### config.mk
export PLATFORM = sky130hd
export DESIGN_NAME = tone_voice
export DESIGN_NICKNAME = d
export VERILOG_FILES = /design/src/rtl/tone_voice.sv
export SDC_FILE = /design/constraint.sdc
export NUM_CORES = 1
export LEC_CHECK = 0
export BUFFER_PORTS_ARGS = -buffer_cell sky130_fd_sc_hd__buf_2
export CORE_MARGIN = 2
export CORE_UTILIZATION = 60
export CTS_BUF_LIST = sky130_fd_sc_hd__clkbuf_4 sky130_fd_sc_hd__clkbuf_8 sky130_fd_sc_hd__clkbuf_16
export DETAILED_ROUTE_END_ITERATION = 8
export GPL_ROUTABILITY_DRIVEN = 0
export PLACE_DENSITY = 0.85
export SETUP_SLACK_MARGIN = 0.4
export SLEW_MARGIN = 5
export SYNTH_ARGS = -nofsm -noshare
export SYNTH_HDL_FRONTEND = slang
export SYNTH_SLANG_ARGS = --single-unit
### constraint.sdc
create_clock -name clk -period 7.8 [get_ports clk]
set_clock_uncertainty 0.15 [all_clocks]
set_input_delay 0.39 -clock clk [delete_from_list [all_inputs] [get_ports clk]]
set_output_delay 0.39 -clock clk [all_outputs]
set_load 0.05 [all_outputs]
### src/rtl/tone_voice.sv
// tone_voice: single-voice 12-TET square-wave tone generator driven by 8-bit note messages.
// Build option VOICE_ENVELOPE_EN adds the PWM decay/release amplitude envelope.
module tone_voice #(
    parameter int CLK_FREQ    = 120_000_000,
    parameter int DECAY_DIV   = 941_176,
    parameter int RELEASE_DIV = 47_059
) (
    input  logic       clk,
    input  logic       rst,
    input  logic       msg_valid,
    input  logic [7:0] msg,
    output logic       wave,
    output logic       active,
    output logic [6:0] cur_note
);

    typedef enum logic [1:0] {IDLE, SUSTAIN, RELEASE} state_t;

    // Octave-5 half periods in clock cycles; lower octaves are shifted copies.
    function automatic logic [19:0] oct5_half(input int semi);
        real f;
        case (semi)
            0:       f = 523.2511306;
            1:       f = 554.3652620;
            2:       f = 587.3295358;
            3:       f = 622.2539674;
            4:       f = 659.2551138;
            5:       f = 698.4564629;
            6:       f = 739.9888454;
            7:       f = 783.9908720;
            8:       f = 830.6093952;
            9:       f = 880.0;
            10:      f = 932.3275230;
            11:      f = 987.7666025;
            default: f = 0.0;
        endcase
        if (f == 0.0) begin
            return 20'd1;
        end
        return 20'($rtoi(real'(CLK_FREQ) / (2.0 * f) + 0.5));
    endfunction

    if (CLK_FREQ < 8 || DECAY_DIV < 1 || RELEASE_DIV < 1 ||
        DECAY_DIV > 1_048_576 || RELEASE_DIV > 1_048_576) begin : g_bad_param
        $error("tone_voice: parameter out of range");
    end

    logic [19:0] half5 [16];
    genvar gi;
    for (gi = 0; gi < 16; gi++) begin : g_half5
        localparam logic [19:0] HP = oct5_half(gi);
        assign half5[gi] = HP;
    end

    state_t      state_reg, state_next;
    logic [6:0]  note_reg, note_next;
    logic [19:0] tone_cnt_reg, tone_cnt_next;
    logic        phase_reg, phase_next;
    logic        wave_reg;
    logic        gate;

    logic [6:0]  msg_id;
    logic        note_on, note_rest, note_off_match;
    logic [6:0]  note_idx;
    logic [3:0]  semi;
    logic [1:0]  oct_shift;
    logic [19:0] half_period;
    logic        tone_wrap;

    assign msg_id         = msg[6:0];
    assign note_on        = msg_valid && msg[7] && (msg_id >= 7'd1) && (msg_id <= 7'd36);
    assign note_rest      = msg_valid && msg[7] && (msg_id == 7'd0);
    assign note_off_match = msg_valid && !msg[7] && (msg_id == note_reg) && (state_reg == SUSTAIN);

    assign note_idx = note_reg - 7'd1;

    always_comb begin
        semi      = note_idx[3:0];
        oct_shift = 2'd2;
        if (note_idx >= 7'd24) begin
            semi      = 4'(note_idx - 7'd24);
            oct_shift = 2'd0;
        end else if (note_idx >= 7'd12) begin
            semi      = 4'(note_idx - 7'd12);
            oct_shift = 2'd1;
        end
    end

    assign half_period = half5[semi] << oct_shift;
    assign tone_wrap   = (tone_cnt_reg == half_period - 20'd1);

`ifdef VOICE_ENVELOPE_EN
    localparam logic [19:0] DECAY_LIM   = 20'(DECAY_DIV - 1);
    localparam logic [19:0] RELEASE_LIM = 20'(RELEASE_DIV - 1);

    logic [7:0]  amp_reg, amp_next;
    logic [19:0] div_reg, div_next;
    logic [7:0]  pwm_cnt_reg;
    logic [19:0] div_limit;

    assign div_limit = (state_reg == SUSTAIN) ? DECAY_LIM : RELEASE_LIM;
    assign gate      = (pwm_cnt_reg < amp_reg);
`else
    assign gate = 1'b1;
`endif

    always_comb begin
        state_next    = state_reg;
        note_next     = note_reg;
        tone_cnt_next = tone_cnt_reg;
        phase_next    = phase_reg;
`ifdef VOICE_ENVELOPE_EN
        amp_next      = amp_reg;
        div_next      = div_reg;
`endif
        if (state_reg != IDLE) begin
            if (tone_wrap) begin
                tone_cnt_next = '0;
                phase_next    = !phase_reg;
            end else begin
                tone_cnt_next = tone_cnt_reg + 20'd1;
            end
`ifdef VOICE_ENVELOPE_EN
            if (div_reg == div_limit) begin
                div_next = '0;
                amp_next = amp_reg - 8'd1;
                if (amp_reg == 8'd1) begin
                    state_next = IDLE;
                    note_next  = '0;
                end
            end else begin
                div_next = div_reg + 20'd1;
            end
`endif
        end

        // Messages override the envelope step taken on the same edge.
        if (note_on) begin
            state_next    = SUSTAIN;
            note_next     = msg_id;
            tone_cnt_next = '0;
            phase_next    = 1'b1;
`ifdef VOICE_ENVELOPE_EN
            amp_next      = 8'd255;
            div_next      = '0;
`endif
        end else if (note_rest) begin
            state_next = IDLE;
            note_next  = '0;
`ifdef VOICE_ENVELOPE_EN
            amp_next   = 8'd0;
`endif
        end else if (note_off_match) begin
`ifdef VOICE_ENVELOPE_EN
            state_next = RELEASE;
            note_next  = note_reg;
            amp_next   = amp_reg;
            div_next   = '0;
`else
            state_next = IDLE;
            note_next  = '0;
`endif
        end
    end

    always_ff @(posedge clk) begin
        if (rst) begin
            state_reg    <= IDLE;
            note_reg     <= '0;
            tone_cnt_reg <= '0;
            phase_reg    <= 1'b0;
            wave_reg     <= 1'b0;
        end else begin
            state_reg    <= state_next;
            note_reg     <= note_next;
            tone_cnt_reg <= tone_cnt_next;
            phase_reg    <= phase_next;
            wave_reg     <= (state_reg != IDLE) && phase_reg && gate;
        end
    end

`ifdef VOICE_ENVELOPE_EN
    always_ff @(posedge clk) begin
        if (rst) begin
            amp_reg     <= '0;
            div_reg     <= '0;
            pwm_cnt_reg <= '0;
        end else begin
            amp_reg     <= amp_next;
            div_reg     <= div_next;
            pwm_cnt_reg <= pwm_cnt_reg + 8'd1;
        end
    end
`endif

    assign wave     = wave_reg;
    assign active   = (state_reg != IDLE);
    assign cur_note = note_reg;

endmodule

==> results of run 1 <==
final cells by class:
cell class	instances	area, um^2	share of cell area, %
Sequential cell	30	601	16.6
Clock inverter	1	5.00	0.138
Timing Repair Buffer	24	133	3.67
Tap cell	72	90.1	2.49
Inverter	17	63.8	1.76
Clock buffer	7	90.1	2.49
Multi-Input combinational cell	391	2640	72.8
metrics by stage:
stage          hold slack [ns]  utilization, %  std cells  instance area, um^2  total power, mW
2_1_floorplan            0.279               -        468                 3440            0.311
3_3_place_gp             0.314            64.0        534                 3520            0.349
3_5_place_dp             0.310            64.0        534                 3520            0.354
4_1_cts                  0.176            65.7        542                 3620            0.489
5_1_grt                  0.200            65.7        542                 3620            0.518
6_report                 0.183            65.7        542                 3620            0.495
where the power goes:
part	switching, mW	leakage [nW]	internal [mW]
sequential	0.00441	0.242	0.155
clock	0.0610	0.0517	0.0745
combinational	0.129	1.00	0.0715
Yosys cell counts, types with 4 or more instances:
library cell	number	share of area, %
dfxtp_1	30	17
a211oi_1	8	1.7
nand4_1	8	1.5
nor3_1	31	4.5
xnor2_1	21	5.4
xor2_1	24	6.1
a31oi_1	9	1.6
inv_1	16	1.7
clkbuf_1	17	1.9
o22ai_1	4	0.73
o21ai_0	21	3.1
and3_1	11	2.0
nand2_1	43	4.7
nand3_1	21	3.1
o211ai_1	7	1.5
or3_1	6	1.1
ha_1	10	3.6
a22o_1	6	1.5
o21a_1	4	0.87
a32oi_1	6	1.5
buf_2	6	0.87
nor2b_1	4	0.73
o221ai_1	4	1.0
o31ai_1	5	1.1
nor4_1	4	0.73
a211o_1	4	1.0
a21oi_1	18	2.6
nor3_2	4	1.2
nor2_1	36	3.9
worst max path at each step:
stage	to	cells after the start	start	slack, ns
2_1_floorplan	phase_reg	25	cur_note[0]	0.94
5_1_grt	phase_reg	22	cur_note[0]	0.49
3_3_place_gp	phase_reg	22	cur_note[0]	1.38
6_report	phase_reg	22	cur_note[0]	0.88
3_5_place_dp	phase_reg	22	cur_note[0]	1.10
4_1_cts	phase_reg	22	cur_note[0]	1.03
logic make-up (layout without fill, tap and decap cells):
group                    Yosys count  count (layout)
AND/OR/NAND/NOR                  193             193
AO/OA/AOI/OAI                    140             140
buffers and inverters             47              49
XOR/XNOR                          45              45
flip-flops                        30              30
adder cells (fa/ha/maj)           10              10
multiplexers                       3               3
layer usage:
layer	part of all wire [%]	GRT usage (%)	vias up	wire length [um]
met5	0	0	-	0
met4	4.3	16.0	0	461
met3	11	8.48	61	1140
met2	45	53.5	250	4770
met1	40	44.5	1780	4270
li1	-	-	1781	-
==> results.json, run 1 <==
{
  "status": "complete, but fails checks",
  "failed_checks": "design-rule violations",
  "min_path_cells": 2,
  "clkTransAtPathRegs_ns": 0.07,
  "grt_overflow": 0,
  "r2r_slack_ns": 0.88,
  "grt_pass1_wl_um": 17400,
  "synth_seq_cells": 30,
  "floorplan.die_area_um2": 6350,
  "die_x_um": 79.7,
  "drc": 1,
  "fin_crit_ns": 6.92,
  "start_util_pct": 62.4,
  "cp_slowest_cell": "nor2_1",
  "cts_resized": 0,
  "layout.nets": 490,
  "path_buf_inv": 4,
  "routed_via_density": 7.14,
  "crit_arrival_ns": 6.99,
  "tns_ns": 0,
  "port-buffer-count": 19,
  "seq_area_frac_synth_pct": 17.5,
  "pin_count": 20,
  "drive_gt1_share_pct": 11.7,
  "fin_crit_sh_pct": 88.7,
  "synth_simple_gate_area_share_pct": 30.0,
  "chipHeight_um": 79.7,
  "p_leak_nw": 1.30,
  "fp.coreArea_um2": 5510,
  "cts-buffers-inserted": 5,
  "ctsHoldBuffers": 0,
  "grt_max_degree": 26,
  "final_common_cell": "nand2_1",
  "wirelength_um": 10600,
  "cts_tree": "yes",
  "dpl.hpwl_um": 7600,
  "synthXorXnorAreaFrac_pct": 11.5,
  "hold_viol": 0,
  "max_slew_margin_pct": 28.7,
  "critical_path.top_delay_family": "simple AND/OR/NAND/NOR gates",
  "ir_drop_uv": 154,
  "wire_per_inst_um": 19.6,
  "min_path_type": "in -> reg",
  "htree_num_levels": 2,
  "synth_cells": 468,
  "cp_slowest_stage_delay_ns": 0.85,
  "cts_setup_buffers": 0,
  "max_freq_ghz": 0.145,
  "synth_top_family_by_area": "compound AO/OA/AOI/OAI gates",
  "largest_reg_flops": 20,
  "worst-endpoint-required_ns": 7.87,
  "synth_compound_area_share_pct": 30.5,
  "diodes": 0,
  "clockRootBuffer": "clkbuf_8",
  "worstPathCellList": "inv_1 -> ha_1 -> xnor2_1 -> buf_4 -> inv_1 -> ha_1 -> a211oi_1 -> a2111oi_2 -> nor2_1 -> o22ai_2 -> a221oi_2 -> inv_1 -> ha_1 -> xnor2_1 -> nor2_1 -> o21ai_0 -> nor4_1 -> nand4_1 -> or3_1 -> a211o_1 -> or4_1 -> a31oi_1",
  "cts_buffer_depth": 2,
  "setup_viol": 0,
  "ys_dominant_reg_cell": "dfxtp_1",
  "antenna_found_initial": 0,
  "path_class": "reg -> reg",
  "grt_setup_unrepaired": "no",
  "synth_fp_nets": 489,
  "timing.rr.end": "phase_reg",
  "cap_violations": 0,
  "critPathCaptureType": "flip-flop",
  "final.setup.worst_slack_ns": 0.884,
  "area_growth_pct": 5.28,
  "synthAdderAreaFrac_pct": 3.64,
  "fp-row-count": 27,
  "grt_pass1_vias": 3530,
  "clock_latency_ns": 0.29,
  "place_ws_ns": 1.10,
  "synthMuxAreaShare_pct": 0.910,
  "slew_viol_final": 0,
  "dr.first_iter.drc_count": 693,
  "grt_usage_pct": 34.4,
  "final_cell_mix": "43 x nand2_1, 36 x nor2_1, 31 x nor3_1",
  "cts_sinks": 30,
  "crit_fanout": 18,
  "synth_edf_count": 0,
  "holdPathEnd": "phase_reg",
  "firstDrtPassIters": 9,
  "drtAntennaViolNets": 0,
  "crit_path_start_kind": "flip-flop",
  "reg2reg_from": "cur_note[0]",
  "min_from": "rst",
  "worstMarginPinSlew_ns": 1.07,
  "synthArstFlopShare_pct": 0,
  "n_fill_cell": 455,
  "synth_cell_type_count": 83,
  "synthesis.area_um2": 3440,
  "avgSynthCellArea_um2": 7.34,
  "via_count": 3872,
  "yosys_warnings": 0,
  "reg2reg_depth": 22,
  "powerDensity_nw_per_um2": 137
}
Power figures use the tool's default switching activity.
==> inputs of run 2 (changes only) <==
Settings changed: CELL_PAD_IN_SITES_DETAIL_PLACEMENT set to 0, CELL_PAD_IN_SITES_GLOBAL_PLACEMENT set to 1, CORE_UTILIZATION 60 to 46, MAX_ROUTING_LAYER set to met4, PLACE_DENSITY 0.85 to unset, PLACE_DENSITY_LB_ADDON set to 0.1.
==> run 2 against run 1 <==
Net effect:
- the run now ends clean
- routed wire length shrank 0.39%
- non-clock buffer count grew 1
- combinational power is essentially flat
- critical path depth grew 1
- clock power grew 13%
- sequential cell count is the same
- die area grew 29%
- sequential power is essentially flat
- largest cell class unchanged
- maximum frequency grew 2.4%
- cell count grew 5.2%
==> results.json, run 2 (synthesized netlist as in run 1, its figures left out) <==
{
  "status": "completed",
  "wire_per_inst_um": 18.6,
  "powerDensity_nw_per_um2": 140,
  "grt_pass1_wl_um": 17400,
  "clkTransAtPathRegs_ns": 0.07,
  "cts_setup_buffers": 0,
  "p_switching_mw": 0.194,
  "firstDrtPassIters": 5,
  "start_util_pct": 47.4,
  "clock_latency_ns": 0.28,
  "diodes": 0,
  "multi_input_area_um2": 2640,
  "hold_viol": 0,
  "grt_setup_unrepaired": "no",
  "floorplan.die_area_um2": 8180,
  "switching_share_pct": 37.7,
  "n_fill_cell": 773,
  "intPower_mw": 0.320,
  "seqCellArea_um2": 601,
  "grt_pass1_vias": 3459,
  "chipHeight_um": 90.4,
  "fin_cells": 570,
  "fp-row-count": 31,
  "holdWs_ns": 0.180,
  "min_path_type": "in -> reg",
  "crit_path_start_kind": "flip-flop",
  "fin_crit_ns": 6.75,
  "clockRootBuffer": "clkbuf_8",
  "port-buffer-count": 19,
  "htree_num_levels": 2,
  "setup_viol": 0,
  "cts_tree": "yes",
  "cts-buffers-inserted": 5,
  "final_common_cell": "nand2_1",
  "fp.coreArea_um2": 7250,
  "grt_usage_pct": 26.4,
  "final_cell_mix": "43 x nand2_1, 35 x nor2_1, 31 x nor3_1",
  "dpl.hpwl_um": 7770,
  "layout.nets": 491,
  "pin_count": 20,
  "pwr-share-comb_pct": 39.2,
  "crit_arrival_ns": 6.82,
  "worst-endpoint-required_ns": 7.86,
  "max_freq_ghz": 0.148,
  "dp_cells": 562,
  "ir_drop_uv": 75.1,
  "largest_reg_flops": 20,
  "drtAntennaViolNets": 0,
  "slew_viol_final": 0,
  "worstMarginPinSlew_ns": 0.890,
  "area_growth_pct": 6.96,
  "via_count": 3718,
  "dr.first_iter.drc_count": 373,
  "final_util_pct": 50.7,
  "routed_via_density": 6.52,
  "fin_crit_sh_pct": 86.6,
  "grt_overflow": 0,
  "cts_buffer_depth": 2,
  "cap_violations": 0,
  "p_leak_nw": 1.31,
  "path_class": "reg -> reg",
  "crit_fanout": 24,
  "tns_ns": 0,
  "die_x_um": 90.4,
  "antenna_found_initial": 0,
  "power_frac_seq_pct": 30.9,
  "cts_sinks": 30,
  "wirelength_um": 10600,
  "p_clk_share_pct": 29.8,
  "grt_max_degree": 26,
  "drc": 0,
  "power_mw": 0.514,
  "critPathCaptureType": "flip-flop",
  "max_slew_margin_pct": 40.4,
  "drive_gt1_share_pct": 12.1
}
==> run 2: changes by cell type in the layout (fill, tap and decap cells not counted), sizes merged <==
| cell | before | now |
|---|---|---|
| clkinv | 2 | 3 |
| clkbuf | 7 | 5 |
| bufinv | 0 | 1 |
| buf | 24 | 25 |
==> run 2: critical path, stage by stage (launching register included) <==
cell	delay, ns
dfxtp_1	0.67
inv_1	0.34
ha_1	0.40
xnor2_1	0.17
buf_4	0.26
inv_1	0.06
buf_4	0.21
ha_1	0.24
a211oi_1	0.36
a2111oi_2	0.16
nor2_2	0.60
o22ai_2	0.27
a221oi_2	0.39
inv_1	0.08
ha_1	0.31
xnor2_1	0.14
nor2_1	0.08
o21ai_0	0.09
nor4_1	0.27
nand4_1	0.17
or3_1	0.34
a211o_1	0.27
or4_1	0.49
a31oi_1	0.16
==> run 2: final timing paths <==
path	from	endpoint	slack [ns]	cells past startpoint
max	cur_note[0]	phase_reg	1.05	23
max reg2reg	cur_note[0]	phase_reg	1.05	23
min reg2reg	phase_reg	wave	0.31	2
min	rst	wave	0.18	2
==> run 2: layout make-up <==
class                   instances  area share, %
inverters                      17           1.74
multi-input cells             391           71.8
repair buffers                 25           3.81
flip-flops and latches         30           16.3
clock buffers                   5           1.87
clock inverters                 3           1.09
well taps                      99           3.37
==> run 2: power by group through the flow <==
| stage | Combinational (mW) | Clock, mW | Sequential (mW) |
|---|---|---|---|
| 2_1_floorplan | 0.148 | 0 | 0.163 |
| 3_3_place_gp | 0.196 | 0 | 0.162 |
| 3_5_place_dp | 0.193 | 0 | 0.162 |
| 4_1_cts | 0.195 | 0.155 | 0.159 |
| 5_1_grt | 0.218 | 0.162 | 0.159 |
| 6_report | 0.202 | 0.153 | 0.159 |
==> run 2: through the flow <==
stage	instance area [um^2]	setup WS, ns
after CTS	3670	0.823
after global placement	3560	0.957
final	3670	1.05
after floorplan	3440	0.937
after global routing	3670	0.582
after detailed placement	3560	0.853
==> run 2: per-layer routing <==
metal  vias to the layer above  wire (um)  GRT usage, %
li1                       1770          -             -
met1                      1707       4800          34.4
met2                       201       4460          39.8
met3                        40        941          6.34
met4                         0        393          9.74
met5                         -          0             -
==> run 2: what timing repair did <==
item                                    4_1_cts  5_1_grt
endpoints found under the setup margin        0       19
endpoints found under the hold margin         0        0
gates resized for setup                       0        1
hold buffers                                  0        0
==> inputs of run 3 (changes only) <==
Settings changed: RECOVER_POWER set to 100.
==> run 3 against run 2 <==
Net effect:
- combinational power barely moved
- highest routed layer unchanged
- register-to-register slack got worse by 0.13 ns
- setup slack got worse by 0.13 ns
- critical path type unchanged
==> results.json, run 3 (synthesized netlist as in run 1, its figures left out) <==
{
  "status": "completed",
  "n_fill_cell": 783,
  "drive_gt1_share_pct": 9.77,
  "tns_ns": 0,
  "grt_pass1_vias": 3459,
  "critical_path.top_delay_family": "compound AO/OA/AOI/OAI gates",
  "clock_latency_ns": 0.28,
  "slew_viol_final": 0,
  "path_buf_inv": 6,
  "fp-row-count": 31,
  "drc": 0,
  "post_dp_cell_area_um2": 3560,
  "cp-endpoint": "tone_cnt_reg[14]",
  "grt_setup_unrepaired": "no",
  "critPathCaptureType": "flip-flop",
  "crit_path_start_kind": "flip-flop",
  "dpl.hpwl_um": 7770,
  "drtAntennaViolNets": 0,
  "timing.rr.end": "tone_cnt_reg[14]",
  "fin_crit_ns": 6.88,
  "worstMarginPinSlew_ns": 0.894,
  "cap_violations": 0,
  "multi_input_area_um2": 2630,
  "grt_pass1_wl_um": 17400,
  "power_mw": 0.513,
  "die_x_um": 90.4,
  "reg2reg_from": "cur_note[0]",
  "crit_path_start": "cur_note[0]",
  "path_class": "reg -> reg",
  "worstPathCellList": "inv_1 -> ha_1 -> xnor2_1 -> buf_4 -> inv_1 -> buf_4 -> ha_1 -> a211oi_1 -> a2111oi_2 -> nor2_2 -> o22ai_1 -> a22o_1 -> a21oi_1 -> ha_1 -> inv_1 -> o22ai_1 -> nand4_2 -> nand2b_1 -> o41ai_1 -> o211ai_1 -> nor4bb_2 -> clkbuf_2 -> nor3_1",
  "design_area_um2": 3650,
  "cts_sinks": 30,
  "r2r_slack_ns": 0.92,
  "max_slew_margin_pct": 40.2,
  "grt_max_degree": 26,
  "worst-endpoint-required_ns": 7.78,
  "fp.coreArea_um2": 7250,
  "crit_cells": 23,
  "wirelength_um": 10600,
  "layout.nets": 491,
  "crit_arrival_ns": 6.86,
  "final.setup.worst_slack_ns": 0.918,
  "cts_buffer_depth": 2,
  "clkTransAtPathRegs_ns": 0.07,
  "cp_slowest_cell": "dfxtp_1",
  "grt_usage_pct": 26.4,
  "final_common_cell": "nand2_1",
  "cts_tree": "yes",
  "p_leak_nw": 1.26,
  "min_path_type": "in -> reg",
  "hold_viol": 0,
  "grt_overflow": 0,
  "crit_fanout": 24,
  "cts_setup_buffers": 0,
  "largest_reg_flops": 20,
  "seqCellArea_um2": 601,
  "via_count": 3741,
  "cp_slowest_stage_delay_ns": 0.67,
  "place_ws_ns": 0.853,
  "antenna_found_initial": 0,
  "holdWs_ns": 0.181,
  "max_freq_ghz": 0.145,
  "wire_per_inst_um": 18.6,
  "htree_num_levels": 2,
  "reg2reg_depth": 23,
  "floorplan.die_area_um2": 8180,
  "pin_count": 20,
  "chipHeight_um": 90.4,
  "fin_crit_sh_pct": 88.2,
  "port-buffer-count": 19,
  "ir_drop_uv": 74.8,
  "start_util_pct": 47.4,
  "setup_viol": 0,
  "final_cell_mix": "43 x nand2_1, 35 x nor2_1, 31 x nor3_1",
  "firstDrtPassIters": 5,
  "powerDensity_nw_per_um2": 140,
  "area_growth_pct": 6.34,
  "diodes": 0,
  "cts-buffers-inserted": 5,
  "dr.first_iter.drc_count": 441,
  "clockRootBuffer": "clkbuf_8",
  "routed_via_density": 6.56
}
run 3: final cells by class:
class                   count  area share [%]
multi-input cells         391            72.0
flip-flops and latches     30            16.4
repair buffers             25            3.42
well taps                  99            3.39
clock buffers               5            1.88
inverters                  17            1.75
clock inverters             3            1.10
run 3: layer usage:
layer	wire, um	vias to the layer above	GRT usage (%)
li1	-	1775	-
met5	0	-	-
met4	421	0	9.74
met1	4770	1709	34.4
met2	4430	207	39.8
met3	984	50	6.34
run 3: timing repair:
item,CTS,global route
hold buffers,0,0
gates resized for setup,0,1
setup endpoints to repair,0,19
run 3: worst min path at each step:
| stage | start | end | slack (ns) | cells after the start |
|---|---|---|---|---|
| 2_1_floorplan | phase_reg | wave | 0.28 | 2 |
| 3_3_place_gp | phase_reg | wave | 0.32 | 2 |
| 3_5_place_dp | phase_reg | wave | 0.31 | 2 |
| 4_1_cts | rst | phase_reg | 0.18 | 2 |
| 5_1_grt | rst | wave | 0.19 | 2 |
| 6_report | rst | wave | 0.18 | 2 |
run 3: through the flow:
stage / cells / util [%]
after floorplan: 468 / -
after global placement: 562 / 49.1
after detailed placement: 562 / 49.1
after CTS: 570 / 50.6
after global routing: 570 / 50.4
final: 570 / 50.4
run 3: power by group:
part / switching [mW] / internal (mW) / leakage (nW)
combinational: 0.130 / 0.0714 / 0.963
sequential: 0.00429 / 0.155 / 0.242
clock: 0.0590 / 0.0939 / 0.0579
